**src/rtl/dmem_pkg.sv**
```systemverilog
// Shared types and constants for the doubleword data memory responder.
package dmem_pkg;
    localparam int WORD_W          = 64;
    localparam int DEF_DEPTH_WORDS = 32;
    localparam int DEF_LATENCY     = 2;

    typedef enum logic [1:0] {
        IDLE = 2'd0,
        WAIT = 2'd1,
        RESP = 2'd2
    } state_t;
endpackage

```
**src/rtl/dmem_array.sv**
```systemverilog
// Doubleword storage: one synchronous write port, one asynchronous read port,
// whole array cleared synchronously on Reset.
module dmem_array
    import dmem_pkg::*;
#(
    parameter int DEPTH_WORDS = DEF_DEPTH_WORDS,
    localparam int AW = $clog2(DEPTH_WORDS)
) (
    input  logic              Clk,
    input  logic              Reset,
    input  logic              i_we,
    input  logic [AW-1:0]     i_waddr,
    input  logic [WORD_W-1:0] i_wdata,
    input  logic [AW-1:0]     i_raddr,
    output logic [WORD_W-1:0] o_rdata
);
    logic [WORD_W-1:0] r_mem [DEPTH_WORDS];

    always_ff @(posedge Clk) begin
        if (Reset) begin
            for (int i = 0; i < DEPTH_WORDS; i++) r_mem[i] <= '0;
        end else if (i_we) begin
            r_mem[i_waddr] <= i_wdata;
        end
    end

    assign o_rdata = r_mem[i_raddr];
endmodule

```
**src/rtl/data_mem_responder.sv**
```systemverilog
// Single-outstanding load/store responder with a fixed wait latency in front
// of a doubleword array; response is held until the initiator takes it.
module data_mem_responder
    import dmem_pkg::*;
#(
    parameter int DEPTH_WORDS = DEF_DEPTH_WORDS,
    parameter int LATENCY     = DEF_LATENCY
) (
    input  logic        Clk,
    input  logic        Reset,
    input  logic        ReqValid,
    output logic        ReqReady,
    input  logic        ReqWrite,
    input  logic [63:0] ReqAddress,
    input  logic [63:0] ReqWriteData,
    output logic        RespValid,
    input  logic        RespReady,
    output logic [63:0] RespReadData,
    output logic        RespError
);
    localparam int          AW      = $clog2(DEPTH_WORDS);
    localparam logic [60:0] DEPTH_L = 61'(DEPTH_WORDS);
    localparam logic [2:0]  LAT3    = 3'(LATENCY);

    state_t      r_state;
    logic [2:0]  r_cnt;
    logic        r_req_ready;
    logic        r_resp_valid;
    logic        r_resp_err;
    logic [63:0] r_resp_data;
    logic        r_write;
    logic [63:0] r_addr;
    logic [63:0] r_wdata;

    logic          w_in_idle;
    logic          w_enter_resp;
    logic          w_write;
    logic          w_err;
    logic          w_we;
    logic [63:0]   w_addr;
    logic [63:0]   w_wdata;
    logic [63:0]   w_rdata;
    logic [AW-1:0] w_idx;

    // With zero latency the access happens on the accepting edge, so the live
    // request inputs are used there; otherwise the captured copy is used.
    assign w_in_idle    = (r_state == IDLE);
    assign w_enter_resp = (w_in_idle && ReqValid && (LATENCY == 0)) ||
                          ((r_state == WAIT) && (r_cnt == 3'd1));
    assign w_write      = w_in_idle ? ReqWrite     : r_write;
    assign w_addr       = w_in_idle ? ReqAddress   : r_addr;
    assign w_wdata      = w_in_idle ? ReqWriteData : r_wdata;
    assign w_err        = (w_addr[2:0] != 3'b000) || (w_addr[63:3] >= DEPTH_L);
    assign w_idx        = w_addr[AW+2:3];
    assign w_we         = w_enter_resp && w_write && !w_err;

    dmem_array #(.DEPTH_WORDS(DEPTH_WORDS)) u_array (
        .Clk     (Clk),
        .Reset   (Reset),
        .i_we    (w_we),
        .i_waddr (w_idx),
        .i_wdata (w_wdata),
        .i_raddr (w_idx),
        .o_rdata (w_rdata)
    );

    always_ff @(posedge Clk) begin
        if (Reset) begin
            r_state      <= IDLE;
            r_cnt        <= 3'd0;
            r_req_ready  <= 1'b1;
            r_resp_valid <= 1'b0;
            r_resp_err   <= 1'b0;
            r_resp_data  <= '0;
            r_write      <= 1'b0;
            r_addr       <= '0;
            r_wdata      <= '0;
        end else begin
            if (w_enter_resp) begin
                r_resp_err  <= w_err;
                r_resp_data <= (w_write || w_err) ? '0 : w_rdata;
            end
            case (r_state)
                IDLE: if (ReqValid) begin
                    r_write     <= ReqWrite;
                    r_addr      <= ReqAddress;
                    r_wdata     <= ReqWriteData;
                    r_req_ready <= 1'b0;
                    if (LATENCY == 0) begin
                        r_state <= RESP;
                    end else begin
                        r_state <= WAIT;
                        r_cnt   <= LAT3;
                    end
                end
                WAIT: begin
                    r_cnt <= r_cnt - 3'd1;
                    if (r_cnt == 3'd1) r_state <= RESP;
                end
                // First RESP cycle loads the response; valid rises one edge later.
                RESP: if (!r_resp_valid) begin
                    r_resp_valid <= 1'b1;
                end else if (RespReady) begin
                    r_state      <= IDLE;
                    r_req_ready  <= 1'b1;
                    r_resp_valid <= 1'b0;
                    r_resp_err   <= 1'b0;
                    r_resp_data  <= '0;
                end
                default: r_state <= IDLE;
            endcase
        end
    end

    assign ReqReady     = r_req_ready;
    assign RespValid    = r_resp_valid;
    assign RespError    = r_resp_err;
    assign RespReadData = r_resp_data;
endmodule

```
**config.mk**
```make
export PLATFORM = sky130hd
export DESIGN_NAME = data_mem_responder
export DESIGN_NICKNAME = d
export VERILOG_FILES = /design/src/rtl/dmem_pkg.sv /design/src/rtl/dmem_array.sv /design/src/rtl/data_mem_responder.sv
export SDC_FILE = /design/constraint.sdc
export NUM_CORES = 2
export LEC_CHECK = 0
export BUFFER_PORTS_ARGS = -buffer_cell sky130_fd_sc_hd__buf_4
export CAP_MARGIN = 20
export CORE_UTILIZATION = 45
export CTS_CLUSTER_SIZE = 24
export DETAILED_ROUTE_END_ITERATION = 12
export PLACE_DENSITY = 0.66
export SLEW_MARGIN = 0
export SYNTH_ARGS = -nofsm -noshare
export SYNTH_HDL_FRONTEND = slang
export SYNTH_SLANG_ARGS = --single-unit
```
**constraint.sdc**
```tcl
create_clock -name Clk -period 4.2 [get_ports Clk]
set_clock_uncertainty 0.1 [all_clocks]
set_input_delay 0 -clock Clk [delete_from_list [all_inputs] [get_ports Clk]]
set_output_delay 0 -clock Clk [all_outputs]
set_load 0.03 [all_outputs]
```
==> out/metrics.csv <==
metric,value,unit
outcome,"finished, final reports clean",
top-area cell type share of the netlist area,68.2,%
Clock Tree Root,clkbuf_16,
syn avg cell area,12.0,um^2
cell taking the most area after synthesis,edfxtp_1,
die area,202000,um^2
worst-margin pin slew,1210,ps
io pins,200,
fillers,15764,
area delta synth->final,21.0,%
"top cells by area, synth","edfxtp_1, nor2_1, o22ai_1",
Lkg Pwr,38.7,nW
H-tree lvl count,4,
clock slew at reported path FFs,80,ps
starting DRC count in detailed routing,10407,
pwr/cell area,461,nW/um^2
Core ar.,198000,um^2
DR WL/cell,28.7,um
Reg power frac,50.5,%
Die X,450,um
CP endpoint kind,flop,
share of post-route cells with drive strength above 1,13.2,%
top_reg_cell synth,edfxtp_1,
first drt pass iteration count,8,
Setup CP Type,reg -> reg,
"Period Utilization, post-route",97.0,%
post-route DRC violation count,0,
Port Buffers,199,
row cnt,163,
Sw Ratio,25.3,%
"top cells by count, synth","nor2_1, edfxtp_1, o22ai_1, clkbuf_1, o21ai_0",
vias in the first global route,67778,
max-cap viol count,0,
final WL,313000,um
Post-synth EDFFs,2048,
Slew headroom,19.6,%
dominant cell by count in the synthesized netlist,nor2_1,
Final Net Count,8186,
achievable frequency,245,MHz
Logic pwr share,11.0,%
post-CTS setup buffer count,0,
syn_nets,7623,
Post-synth ARST share,0,%
Yosys reg bits,2249,
"Hold Vio Cnt, Final",0,
clk sink count,2249,
Int Pwr,37.6,mW
Fin Setup TNS,0,ps
clock power share,38.5,%
global placer's final weighted congestion,0.865,
sw power,12.7,mW
Total Power,50.3,mW
Synth cell types,45,
gr usage total,30.2,%
clk buf depth,3,
Final Instance Area,109000,um^2
DR vias,68619,
CP arrival,4510,ps
CTS buffer count,216,
Final setup viols,0,
clock latency on the worst-skew pair,900,ps
Vias/cell,6.30,
worst min path class,in -> reg,
largest net degree at the start of global routing,85,
critical path required time,4640,ps
RSZ-0062 raised after global routing,no,
area of the mapped netlist,90200,um^2
grt ovf,0,
Starting Density,45.5,%
fin util,55.1,%
Detailed Place HPWL,170000,um
Mapped Cells,7488,
initial antenna violation count,21,
Max Slew Vio Count,0,
CTS tree,yes,
Final Critical Period,4080,ps
die height,450,um
global-route wire length before repair,451000,um
startpoint types,flop,
VDD IR max,0.516,mV
DP Area,97200,um^2
register area share after synthesis,72.6,%
ANT nets after route,0,
"critical path fanouts, max",17,
Yosys Warn Count,0,
[sequential cells by signal, summed over array words and instances, names as in the netlist]
name and count:
ReqReady 1, RespError 1, RespReadData 64, RespValid 1
r_addr 64, r_cnt 3, r_state 2, r_wdata 64
r_write 1, u_array.r_mem 2048
[worst max-delay path, stage by stage (launching register included)]
cell and delay, ps:
dfxtp_1 320, nor4_1 580, nand4_1 320, nor4_2 490
o2111ai_4 420, nor2_4 560, nand2_4 100, nand2b_4 480
buf_4 320
[final timing paths]
check        depth (start not counted)  slack [ps]                    to             start
max                                  8         120  u_array.r_mem[15][6]        r_addr[30]
min                                  5         170              r_cnt[0]          ReqValid
max reg2reg                          8         120  u_array.r_mem[15][6]        r_addr[30]
min reg2reg                          2         360      RespReadData[22]  RespReadData[22]
[per-stage QoR]
stage	hold WS, ps	setup WS [ps]	std cells
2_1_floorplan	31.5	266	7488
3_3_place_gp	147	516	9982
3_5_place_dp	157	511	9982
4_1_cts	85.0	450	10876
5_1_grt	168	67.2	10885
6_report	170	125	10891
[timing repair]
| action | 4_1_cts | 5_1_grt |
|---|---|---|
| resized for setup | 0 | 2 |
| endpoints found under the hold margin | 2233 | 0 |
| hold buffers | 488 | 0 |
| endpoints found under the setup margin | 0 | 56 |
[cell type report]
cell class              instances  area [um^2]  share of cell area [%]
clock inverters               117         1120                    1.02
flip-flops and latches       2249        65500                    60.0
clock buffers                 289         5890                    5.40
multi-input cells            4467        22400                    20.6
repair buffers               1112        10800                    9.93
inverters                       5         18.8                  0.0172
well taps                    2640         3300                    3.03
diodes                         12         30.0                  0.0275
[logic make-up (layout without fill, tap and decap cells)]
logic type	count (synthesis)	in the layout	share of synthesized area (%)
flip-flops	2249	2249	72.6
buffers and inverters	772	1523	3.52
AND/OR/NAND/NOR	2648	2648	11.7
other	0	12	0
adder cells (fa/ha/maj)	2	2	0.0277
AO/OA/AOI/OAI	1750	1750	11.4
multiplexers	67	67	0.743
[cells in the final DEF, fill, tap and decap left out, drive strengths merged, types with 5 or more instances in the layout]
cell type	Yosys	final
o22ai	1008	1008
nand4	130	130
clkbuf	549	289
a21oi	130	130
inv	5	13
clkinvlp	0	5
diode	0	12
a22oi	17	17
or4	7	7
nand2b	34	34
nor4	25	25
nor2	2066	2066
o31ai	64	64
a31oi	5	5
dfxtp	201	201
bufinv	0	13
o21ai	509	509
dlygate4sd3	0	488
buf	218	624
a22o	5	5
mux2i	67	67
edfxtp	2048	2048
nand2	371	371
clkinv	0	91
[power by group through the flow]
stage                     registers (mW)  clock network (mW)  logic (mW)
after floorplan                     25.8                   0        2.57
after global placement              25.8                   0        4.90
after detailed placement            25.8                   0        4.95
after CTS                           25.4                19.4        5.35
after global routing                25.4                20.3        5.76
final                               25.4                19.4        5.55
[metal layers]
layer,up-vias,GRT usage [%],routed length (um)
met4,14,16.5,18800
li1,28633,-,-
met5,-,0,88
met1,33950,38.6,111000
met3,994,6.89,38000
met2,5028,47.9,145000
Power figures use the tool's default switching activity.
